$ cat config.mk
export PLATFORM = sky130hd
export DESIGN_NAME = dps_bus_arbiter
export DESIGN_NICKNAME = d
export VERILOG_FILES = /design/src/rtl/dps_bus_pkg.sv /design/src/rtl/dps_tag_fifo.sv /design/src/rtl/dps_bus_arbiter.sv
export SDC_FILE = /design/constraint.sdc
export NUM_CORES = 1
export LEC_CHECK = 0
export CORE_ASPECT_RATIO = 0.5
export CORE_MARGIN = 10
export CORE_UTILIZATION = 40
export CTS_CLUSTER_DIAMETER = 200
export CTS_CLUSTER_SIZE = 20
export DETAILED_ROUTE_END_ITERATION = 8
export GPL_ROUTABILITY_DRIVEN = 0
export HOLD_SLACK_MARGIN = 0.12
export PLACE_DENSITY = 0.8
export SLEW_MARGIN = 20
export SYNTH_ARGS = -nofsm -noshare
export SYNTH_HDL_FRONTEND = slang
export SYNTH_SLANG_ARGS = --single-unit
$ cat constraint.sdc
create_clock -name iCLOCK -period 7.8 [get_ports iCLOCK]
set_input_delay 1.56 -clock iCLOCK [delete_from_list [all_inputs] [get_ports iCLOCK]]
set_output_delay 1.56 -clock iCLOCK [all_outputs]
set_load 0.005 [all_outputs]
$ cat src/rtl/dps_bus_pkg.sv
// Shared encodings for the two-master default_peripheral_system arbiter.
package dps_bus_pkg;

    typedef enum logic {
        MST_M0 = 1'b0,
        MST_M1 = 1'b1
    } mst_id_e;

    typedef enum logic {
        RW_READ  = 1'b0,
        RW_WRITE = 1'b1
    } rw_e;

    localparam int RD_DEPTH_DEFAULT = 4;

endpackage

$ cat src/rtl/dps_tag_fifo.sv
// In-order FIFO of 1-bit master ids, one entry per read in flight toward the DPS.
module dps_tag_fifo #(
    parameter int P_DEPTH = 4
) (
    input  logic                     iCLOCK,
    input  logic                     iRESET,
    input  logic                     iPUSH,
    input  logic                     iPUSH_ID,
    input  logic                     iPOP,
    output logic                     oPOP_ID,
    output logic                     oFULL,
    output logic                     oEMPTY,
    output logic [$clog2(P_DEPTH):0] oCOUNT
);

    localparam int AW = $clog2(P_DEPTH);

    logic          mem_q [P_DEPTH];
    logic [AW-1:0] wr_ptr_q;
    logic [AW-1:0] rd_ptr_q;
    logic [AW:0]   count_q;
    logic          do_push;
    logic          do_pop;

    assign oFULL   = (count_q == (AW+1)'(P_DEPTH));
    assign oEMPTY  = (count_q == '0);
    assign oCOUNT  = count_q;
    assign oPOP_ID = mem_q[rd_ptr_q];
    assign do_push = iPUSH && !oFULL;
    assign do_pop  = iPOP && !oEMPTY;

    always_ff @(posedge iCLOCK or posedge iRESET) begin
        if (iRESET) begin
            wr_ptr_q <= '0;
            rd_ptr_q <= '0;
            count_q  <= '0;
        end else begin
            if (do_push) wr_ptr_q <= wr_ptr_q + 1'b1;
            if (do_pop)  rd_ptr_q <= rd_ptr_q + 1'b1;
            case ({do_push, do_pop})
                2'b10:   count_q <= count_q + 1'b1;
                2'b01:   count_q <= count_q - 1'b1;
                default: count_q <= count_q;
            endcase
        end
    end

    // Entry storage carries no reset; validity comes from the pointers.
    always_ff @(posedge iCLOCK) begin
        if (do_push) mem_q[wr_ptr_q] <= iPUSH_ID;
    end

endmodule

$ cat src/rtl/dps_bus_arbiter.sv
// Round-robin arbiter sharing the DPS register port between the CPU (M0) and
// debug/boot (M1) masters, with read returns routed back by an in-order tag FIFO.
module dps_bus_arbiter
    import dps_bus_pkg::*;
#(
    parameter int P_ADDR_W   = 32,
    parameter int P_DATA_W   = 32,
    parameter int P_RD_DEPTH = RD_DEPTH_DEFAULT
) (
    input  logic                        iCLOCK,
    input  logic                        iRESET,
    input  logic                        iM0_REQ,
    output logic                        oM0_BUSY,
    input  logic                        iM0_RW,
    input  logic [P_ADDR_W-1:0]         iM0_ADDR,
    input  logic [P_DATA_W-1:0]         iM0_DATA,
    output logic                        oM0_VALID,
    output logic [P_DATA_W-1:0]         oM0_DATA,
    input  logic                        iM1_REQ,
    output logic                        oM1_BUSY,
    input  logic                        iM1_RW,
    input  logic [P_ADDR_W-1:0]         iM1_ADDR,
    input  logic [P_DATA_W-1:0]         iM1_DATA,
    output logic                        oM1_VALID,
    output logic [P_DATA_W-1:0]         oM1_DATA,
    output logic                        oDPS_REQ,
    input  logic                        iDPS_BUSY,
    output logic                        oDPS_RW,
    output logic [P_ADDR_W-1:0]         oDPS_ADDR,
    output logic [P_DATA_W-1:0]         oDPS_DATA,
    input  logic                        iDPS_VALID,
    input  logic [P_DATA_W-1:0]         iDPS_DATA,
    output logic [$clog2(P_RD_DEPTH):0] oRD_PENDING,
    output logic                        oERR
);

    localparam int CW = $clog2(P_RD_DEPTH) + 1;

    logic                loadable;
    logic                elig0;
    logic                elig1;
    logic                gnt0;
    logic                gnt1;
    logic                push;
    logic                pop;
    logic                rd_full;
    logic                rd_empty;
    logic                head_id;
    logic [CW-1:0]       rd_count;
    mst_id_e             rr_q;
    mst_id_e             rr_d;

    logic                req_q;
    logic                rw_q;
    logic [P_ADDR_W-1:0] addr_q;
    logic [P_DATA_W-1:0] data_q;
    logic                m0_valid_q;
    logic                m1_valid_q;
    logic [P_DATA_W-1:0] m0_data_q;
    logic [P_DATA_W-1:0] m1_data_q;
    logic                err_q;

    // The stage frees up on the same edge it is accepted, giving one request per cycle.
    assign loadable = !req_q || !iDPS_BUSY;
    assign elig0    = iM0_REQ && loadable && (iM0_RW == RW_WRITE || !rd_full);
    assign elig1    = iM1_REQ && loadable && (iM1_RW == RW_WRITE || !rd_full);
    assign gnt0     = !iRESET && elig0 && (!elig1 || rr_q == MST_M0);
    assign gnt1     = !iRESET && elig1 && (!elig0 || rr_q == MST_M1);
    assign oM0_BUSY = !gnt0;
    assign oM1_BUSY = !gnt1;

    assign push = (gnt0 && iM0_RW == RW_READ) || (gnt1 && iM1_RW == RW_READ);
    assign pop  = iDPS_VALID && !rd_empty;

    always_comb begin
        rr_d = rr_q;
        if (gnt0)      rr_d = MST_M1;
        else if (gnt1) rr_d = MST_M0;
    end

    dps_tag_fifo #(
        .P_DEPTH (P_RD_DEPTH)
    ) u_tag_fifo (
        .iCLOCK   (iCLOCK),
        .iRESET   (iRESET),
        .iPUSH    (push),
        .iPUSH_ID (gnt1),
        .iPOP     (pop),
        .oPOP_ID  (head_id),
        .oFULL    (rd_full),
        .oEMPTY   (rd_empty),
        .oCOUNT   (rd_count)
    );

    always_ff @(posedge iCLOCK or posedge iRESET) begin
        if (iRESET) begin
            rr_q       <= MST_M0;
            req_q      <= 1'b0;
            rw_q       <= 1'b0;
            addr_q     <= '0;
            data_q     <= '0;
            m0_valid_q <= 1'b0;
            m1_valid_q <= 1'b0;
            m0_data_q  <= '0;
            m1_data_q  <= '0;
            err_q      <= 1'b0;
        end else begin
            rr_q <= rr_d;
            if (gnt0) begin
                req_q  <= 1'b1;
                rw_q   <= iM0_RW;
                addr_q <= iM0_ADDR;
                data_q <= iM0_DATA;
            end else if (gnt1) begin
                req_q  <= 1'b1;
                rw_q   <= iM1_RW;
                addr_q <= iM1_ADDR;
                data_q <= iM1_DATA;
            end else if (req_q && !iDPS_BUSY) begin
                req_q <= 1'b0;
            end
            m0_valid_q <= pop && (head_id == MST_M0);
            m1_valid_q <= pop && (head_id == MST_M1);
            if (pop && head_id == MST_M0) m0_data_q <= iDPS_DATA;
            if (pop && head_id == MST_M1) m1_data_q <= iDPS_DATA;
            if (iDPS_VALID && rd_empty) err_q <= 1'b1;
        end
    end

    assign oDPS_REQ    = req_q;
    assign oDPS_RW     = rw_q;
    assign oDPS_ADDR   = addr_q;
    assign oDPS_DATA   = data_q;
    assign oM0_VALID   = m0_valid_q;
    assign oM1_VALID   = m1_valid_q;
    assign oM0_DATA    = m0_data_q;
    assign oM1_DATA    = m1_data_q;
    assign oRD_PENDING = rd_count;
    assign oERR        = err_q;

endmodule

=== After elaboration in Yosys (flattened, before gate mapping) ===
Memories as Yosys holds them, arrays and structs flattened.
Index checks and enable logic that the tools add are counted.
W data, S select, Z words.

* Output and inout port bits: 138
* Bits in writable memories: 4
* Word-level logic and storage cells: 75
* Register bits: 141
* Memories: 1
* Input bits: 168

* Reductions and logical operators: 36
* Mux-type cells: 14
* Add/subtract/negate cells: 4
* Bitwise operators: 4
* Equality and inequality tests: 3

{| class="wikitable"
|+ Memory list
! name !! words !! bits a word !! read ports !! clocked after Yosys merged registers in !! write ports !! RTL line !! source
|-
| u_tag_fifo.mem_q || 4 || 1 || 1 || 0 || 1 || dps_tag_fifo.sv:18 || <nowiki>logic mem_q [P_DEPTH];</nowiki>
|}

{| class="wikitable"
|+ Operators by type and width
! cell !! number
|-
| $mux W32 || 4
|-
| $logic_and A1 B1 Y1 || 17
|-
| $logic_not A1 Y1 || 9
|-
| $mux W1 || 9
|-
| $logic_or A1 B1 Y1 || 6
|-
| $pmux W3 S2 || 1
|-
| $add A2 B1 Y2 const B || 2
|-
| $not A1 Y1 || 4
|-
| $reduce_bool A2 Y1 || 2
|-
| $add A3 B1 Y3 const B || 1
|-
| $eq A3 B3 Y1 const B || 1
|-
| $logic_not A3 Y1 || 1
|-
| $reduce_bool A3 Y1 || 1
|-
| $sub A3 B1 Y3 const B || 1
|-
| $eq A2 B1 Y1 const B || 1
|-
| $eq A2 B2 Y1 const B || 1
|}

=== Longest topological paths before layout ===
Gate-level depths: netlist of run 1.

* Depth after elaboration: 12
* Depth in mapped cells: 12
* Gate-level depth less buffers: 11

=== Cells and area by module ===
A second synthesis of run 1 with hierarchy kept.

* Cell total of the unflattened synthesis: 429
* Area total of the unflattened synthesis: 6,123.4 µm²

{| class="wikitable"
|+ Modules (own cells, without submodules)
! module !! sequential area each (µm²) !! area each (µm²) !! instances !! cells each
|-
| dps_bus_arbiter || 3,353.2 || 5,537.8 || 1 || 385
|-
| dps_tag_fifo || 295.3 || 585.6 || 1 || 44
|}

=== Worst setup path before layout of run 1 ===
Ideal clock, no wire load.

* Path type: input port to output port
* From: in iRESET
* To: out oM1_BUSY
* Stages on the path: 4
* Data required time: 6.240 ns
* Setup slack: 0.855 ns
* Data arrival time: 5.385 ns
* Cells stage by stage: inv_1 nand2_1 nor2_1 inv_1

* Word-level cells in the longest chain between the ends: 4

{| class="wikitable"
|+ RTL lines
! element !! RTL line !! source
|-
| start: declaration || dps_bus_arbiter.sv:11 || <nowiki>input logic iRESET,</nowiki>
|-
| $logic_not A1 Y1 (no source line) || - ||
|-
| $logic_and A1 B1 Y1 (2 in a row) || dps_bus_arbiter.sv:68 || <nowiki>assign gnt1 = !iRESET && elig1 && (!elig0 || rr_q == MST_M1);</nowiki>
|-
| named net gnt1 || dps_bus_arbiter.sv:43 || <nowiki>logic gnt1;</nowiki>
|-
| $logic_not A1 Y1 || dps_bus_arbiter.sv:70 || <nowiki>assign oM1_BUSY = !gnt1;</nowiki>
|-
| end: declaration || dps_bus_arbiter.sv:20 || <nowiki>output logic oM1_BUSY,</nowiki>
|}

The timed path passes the listed nets, and every way through them passes these cells.

=== Worst setup path in the final report of run 1 ===
* From: in iM0_RW
* To: out oM0_BUSY

* Word-level cells in the longest chain between the ends: 5

{| class="wikitable"
|+ RTL lines
! element !! RTL line !! source
|-
| start: declaration || dps_bus_arbiter.sv:14 || <nowiki>input logic iM0_RW,</nowiki>
|-
| $logic_or A1 B1 Y1 || dps_bus_arbiter.sv:65 || <nowiki>assign elig0 = iM0_REQ && loadable && (iM0_RW == RW_WRITE || !rd_full);</nowiki>
|-
| $logic_and A1 B1 Y1 || dps_bus_arbiter.sv:65 ||
|-
| $logic_and A1 B1 Y1 (2 in a row) || dps_bus_arbiter.sv:67 || <nowiki>assign gnt0 = !iRESET && elig0 && (!elig1 || rr_q == MST_M0);</nowiki>
|-
| $logic_not A1 Y1 || dps_bus_arbiter.sv:69 || <nowiki>assign oM0_BUSY = !gnt0;</nowiki>
|-
| end: declaration || dps_bus_arbiter.sv:13 || <nowiki>output logic oM0_BUSY,</nowiki>
|}

Every way passes these cells.

==> flow_metrics.py, run 1 <==
metrics = {
    "route": {
        "via_count": 4723,
        "wl_per_cell_um": 19.2,
        "vias_per_cell": 4.76,
        "postRouteAntennaNets": 0,
        "drcViolationCount": 0,
        "dr.pass1.iters": 4,
        "totalWireLength_um": 19100,
        "drt_iter0_drc": 168,
    },
    "setup_path": {
        "endpoint_kind": "primary output",
        "cp_num_cells": 5,
        "critPathLaunchType": "input pin",
        "arrival_ns": 4.01,
        "critPathBufInv": 2,
        "critical_path.top_delay_family": "buffers and inverters",
        "r2r_end": "u_tag_fifo.oCOUNT[2]",
        "startpoint": "iM0_RW",
        "r2r_slack_ns": 4.46,
        "crit_type": "input pin to primary output",
        "crit_fanout": 31,
        "slowest_stage": "or4b_2",
        "worstPathCellList": "clkdlybuf4s50_1, or4b_2, nand3_1, a211o_4, clkdlybuf4s50_1",
        "required_ns": 6.24,
        "timing.critical_path.mode_cell": "clkdlybuf4s50_1",
        "r2r_start": "u_tag_fifo.oCOUNT[1]",
        "reg2regPathDepth": 11,
        "max_stage_delay_ns": 0.65,
    },
    "yosys": {
        "synth_largest_area_cell": "dfrtp_1",
        "ys_ff_latch": 145,
        "ys_top_cells_by_area": "dfrtp_1 (58%), mux2_2 (12%), mux2i_1 (11%), a21oi_1 (5.3%), nor2_1 (4.3%)",
        "avgSynthCellArea_um2": 12.7,
        "synthDistinctLibCells": 30,
        "synth_cells": 482,
        "ys_warn_count": 0,
        "synth_flop_cell": "dfrtp_1",
        "synth_edf_count": 4,
        "synthTopCellsByCount": "dfrtp_1 (141), nor2_1 (70), a21oi_1 (65), mux2_2 (65), mux2i_1 (65)",
        "yosysSeqAreaShare_pct": 59.5,
        "synth_top_area_share_pct": 57.5,
        "synth_area_mm2": 0.00614,
        "synth_nets": 656,
        "async_flop_share_pct": 97.2,
        "yosysMostFrequentCell": "dfrtp_1",
    },
    "clocking": {
        "root_buffer": "clkbuf_16",
        "clk_latency_ns": 0.40,
        "ctsResizeCount": 0,
        "htreeDepth": 4,
        "clkSinkCount": 145,
        "cts.clk_slew.worst_paths_ns": 0.06,
        "cts_inserted_buffers": 17,
        "holdBufCountCts": 0,
        "cts_setup_buffers": 0,
        "cts_buffer_depth": 2,
        "cts_tree": "yes",
    },
    "die": {
        "io_pins": 306,
        "core-area_mm2": 0.0147,
        "die_w_um": 195,
        "num_rows": 31,
        "start_util_pct": 41.6,
        "die-area_mm2": 0.0210,
        "die_h_um": 108,
    },
    "power_and_ir_drop": {
        "power.density_mw_per_mm2": 341,
        "p_leak_nw": 4.41,
        "p_total_w": 0.00341,
        "irDropWorstVdd_v": 0.000218,
    },
    "cells_and_area": {
        "diodes": 0,
        "synthToLayoutAreaGrowth_pct": 62.5,
        "drive_above_1_share_pct": 13.8,
        "fin_util_pct": 67.7,
        "nets": 957,
        "stdcell_area_mm2": 0.00997,
    },
    "sta": {
        "drv_slew": 0,
        "finalSetupViolCount": 0,
        "hold_ws_ns": 0.488,
        "fmax_ghz": 0.180,
        "post-route-min-period_ns": 5.57,
        "finalHoldViolCount": 0,
        "timing.final.crit_share_pct": 71.4,
        "fin_skew_ns": 0.00852,
        "worst_pin_slew_ns": 1.02,
        "rsz0062_at_grt": "no",
        "slew_headroom_pct": 32.0,
        "final.setup.tns_ns": 0,
    },
    "global_routing": {
        "grt_use_total_pct": 17.8,
        "first_global_vias": 5147,
        "grt_max_degree": 83,
        "grt.overflow.total": 0,
        "antenna_found_initial": 0,
        "grt_pass1_wl_um": 29600,
    },
    "worst_hold_path": {
        "holdPathStages": 1,
        "min-delay-start": "oERR",
        "min_to": "oERR",
        "worstHoldPathType": "register to register",
    },
    "place": {
        "io_buffers": 305,
        "place_area_mm2": 0.00934,
        "post-dp-hpwl_um": 14600,
    },
    "run_status": {
        "status": "finished clean",
    },
    "job": {
        "cap_viol_max_count": 0,
    },
}
routing by layer:
metal	vias up	track usage, %	wire length (um)
met5	-	0	0
met4	0	5.25	294
met3	21	4.51	925
met2	136	33.2	10500
met1	2291	19.8	7390
li1	2275	-	-
layout make-up:
cell class | count | area [um2]
Clock buffer | 17 | 425
Multi-Input combinational cell | 298 | 2310
Timing Repair Buffer | 310 | 3090
Inverter | 11 | 46.3
Tap cell | 198 | 248
Sequential cell | 145 | 3650
Clock inverter | 14 | 205
Fill cell | 1097 | 4770
sequential cells by signal (all words and copies together) (netlist names):
name                 flops
oM0_DATA                32
oM1_VALID                1
oDPS_DATA               32
u_tag_fifo.wr_ptr_q      2
u_tag_fifo.oCOUNT        3
oERR                     1
oDPS_REQ                 1
rr_q                     1
u_tag_fifo.rd_ptr_q      2
oDPS_RW                  1
oDPS_ADDR               32
u_tag_fifo.mem_q         4
oM0_VALID                1
oM1_DATA                32
cells in the final DEF, fill, tap and decap left out, types with 2 or more instances in the layout:
master,count
buf_4,5
inv_8,2
edfxtp_1,4
nand3_1,2
inv_6,3
and2_1,4
xnor2_1,4
ha_1,5
inv_1,10
clkinv_4,4
clkdlybuf4s50_1,305
nand2_1,4
xor2_1,2
clkinv_2,2
mux2_2,65
a21oi_1,64
nor2_1,69
dfrtp_1,141
a21o_1,2
mux2i_1,65
bufinv_16,4
clkbuf_16,17
how the worst max path moves through the flow:
stage                     slack, ns       end
after floorplan                0.86  oM1_BUSY
after global placement         2.30  oM0_BUSY
after detailed placement       2.23  oM0_BUSY
after CTS                      2.23  oM0_BUSY
after global routing           2.17  oM0_BUSY
final                          2.23  oM0_BUSY
metrics by stage:
step           std cells  worst slack, ns
6_report             993             2.23
2_1_floorplan        482            0.855
3_5_place_dp         962             2.23
3_3_place_gp         962             2.30
5_1_grt              993             2.17
4_1_cts              993             2.23
cells by family after synthesis:
logic type,Yosys count,share of synthesized area (%)
adder cells (fa/ha/maj),6,1.35
AND/OR/NAND/NOR,85,5.85
flip-flops,145,59.5
buffers and inverters,39,3.36
multiplexers,131,22.9
XOR/XNOR,6,0.856
AO/OA/AOI/OAI,70,6.22
power breakdown:
group / switching (W) / total, W / leakage [nW] / internal [W]
clock network: 0.000326 / 0.000867 / 0.311 / 0.000541
logic: 0.000472 / 0.00131 / 2.45 / 0.000840
registers: 0.000172 / 0.00123 / 1.64 / 0.00105
worst reg2reg max path: cells and delay by family (launching register included):
family	cells	cell delay (ns)
simple gates	3	1.06
fa+ha+maj	2	0.55
buf+inv	2	0.17
flops	1	0.44
compound gates	2	0.74
xor+xnor	2	0.29
Power figures use the tool's default switching activity.
==> run 2: changes to the inputs <==
==> constraint.sdc (replaced) <==
create_clock -name iCLOCK -period 5.59 [get_ports iCLOCK]
set_input_delay 1.118 -clock iCLOCK [delete_from_list [all_inputs] [get_ports iCLOCK]]
set_output_delay 1.118 -clock iCLOCK [all_outputs]
set_load 0.005 [all_outputs]
==> flow_metrics.py, run 2 (synthesis results as in run 1) <==
metrics = {
    "run_status": {
        "status": "finished clean",
    },
    "sta": {
        "finalSetupViolCount": 0,
        "hold_ws_ns": 0.488,
        "slew_headroom_pct": 28.7,
        "final.setup.tns_ns": 0,
        "fmax_ghz": 0.223,
        "worst_pin_slew_ns": 1.07,
        "setup_slack_ns": 1.10,
        "post-route-min-period_ns": 4.49,
        "rsz0062_at_grt": "no",
        "drv_slew": 0,
        "fin_skew_ns": 0.0136,
        "timing.final.crit_share_pct": 80.3,
        "finalHoldViolCount": 0,
    },
    "power_and_ir_drop": {
        "p_total_w": 0.00472,
        "irDropWorstVdd_v": 0.000240,
        "power.density_mw_per_mm2": 473,
        "p_leak_nw": 4.40,
    },
    "clocking": {
        "cts_buffer_depth": 2,
        "cts.clk_slew.worst_paths_ns": 0.06,
        "ctsResizeCount": 0,
        "cts_inserted_buffers": 17,
        "cts_setup_buffers": 0,
        "holdBufCountCts": 0,
        "cts_tree": "yes",
        "clkSinkCount": 145,
        "clk_latency_ns": 0.40,
        "htreeDepth": 4,
        "root_buffer": "clkbuf_16",
    },
    "worst_hold_path": {
        "min_to": "oERR",
        "worstHoldPathType": "register to register",
        "holdPathStages": 1,
        "min-delay-start": "oERR",
    },
    "global_routing": {
        "first_global_vias": 5252,
        "grt.overflow.total": 0,
        "grt_pass1_wl_um": 29000,
        "grt_use_total_pct": 17.2,
        "use_met2_pct": 31.3,
        "antenna_found_initial": 0,
        "grt_util_met3_pct": 5.60,
        "grt.busiest_layer": "met2",
        "grt_max_degree": 132,
        "grt_use_met1_pct": 19.1,
    },
    "cells_and_area": {
        "layout_commonest_cell": "clkdlybuf4s50_1",
        "most-common-layout-cells": "clkdlybuf4s50_1 (305), dfrtp_1 (141), nor2_1 (69), mux2i_1 (65), mux2_2 (65)",
        "diodes": 0,
        "drive_above_1_share_pct": 13.8,
        "fin_cells": 994,
        "nets": 957,
        "fillers": 1139,
        "synthToLayoutAreaGrowth_pct": 62.5,
    },
    "die": {
        "core-area_mm2": 0.0147,
        "die_h_um": 108,
        "io_pins": 306,
        "start_util_pct": 41.6,
        "die-area_mm2": 0.0210,
        "die_w_um": 195,
        "num_rows": 31,
    },
    "route": {
        "totalWireLength_um": 18600,
        "vias_per_cell": 4.80,
        "drt_iter0_drc": 181,
        "dr.pass1.iters": 6,
        "wl_per_cell_um": 18.7,
        "postRouteAntennaNets": 0,
        "via_count": 4771,
        "drcViolationCount": 0,
    },
    "setup_path": {
        "r2r_start": "u_tag_fifo.oCOUNT[1]",
        "slowest_stage": "or4b_2",
        "crit_type": "input pin to primary output",
        "required_ns": 4.47,
        "worstPathCellList": "clkdlybuf4s50_1, or4b_2, nand3_1, nor2_1, nor2_1, inv_1, clkdlybuf4s50_1",
        "arrival_ns": 3.37,
        "r2r_end": "oDPS_ADDR[14]",
        "endpoint_kind": "primary output",
        "r2r_slack_ns": 2.67,
        "critPathLaunchType": "input pin",
        "max_stage_delay_ns": 0.62,
        "crit_fanout": 5,
        "reg2regPathDepth": 6,
    },
    "place": {
        "place_inst": 962,
        "io_buffers": 305,
        "preCtsSetupSlack_ns": 1.08,
        "post-dp-hpwl_um": 14400,
    },
    "job": {
        "cap_viol_max_count": 0,
    },
}
[run 2: power by group]
group	switching [W]	total (W)	internal, W	leakage (nW)
Clock	0.000453	0.00118	0.000725	0.301
Combinational	0.000660	0.00184	0.00118	2.45
Sequential	0.000233	0.00171	0.00147	1.64
[run 2: metrics by stage]
stage	cell area [um2]	util, %
2_1_floorplan	6140	-
3_5_place_dp	9350	63.5
5_1_grt	9970	67.6
3_3_place_gp	9350	63.5
6_report	9970	67.6
4_1_cts	9970	67.6
[run 2: layout make-up]
| cell class | instances | area (um2) | share of cell area [%] |
|---|---|---|---|
| Sequential cell | 145 | 3650 | 36.6 |
| Timing Repair Buffer | 310 | 3100 | 31.1 |
| Tap cell | 198 | 248 | 2.48 |
| Clock buffer | 19 | 443 | 4.44 |
| Inverter | 11 | 45.0 | 0.452 |
| Multi-Input combinational cell | 298 | 2310 | 23.2 |
| Clock inverter | 13 | 175 | 1.76 |
[run 2: worst max path at each step]
stage | startpoint | to | cells after the start
global route | iM0_RW | oM1_BUSY | 7
floorplan | iRESET | oM1_BUSY | 4
global placement | iM0_RW | oM1_BUSY | 7
detailed placement | iM0_RW | oM1_BUSY | 7
CTS | iM0_RW | oM1_BUSY | 7
finish | iM0_RW | oM1_BUSY | 7
[run 2: worst max-delay path: cells and delay by family]
| family | cells | cell delay [ns] |
|---|---|---|
| buffers and inverters | 3 | 1.01 |
| and+or+nand+nor | 4 | 1.24 |
[run 2: per-layer routing]
metal / routed length (um) / vias up
met2: 9770 / 153
met5: 0 / -
met4: 189 / 0
met3: 1190 / 12
met1: 7440 / 2329
li1: - / 2277
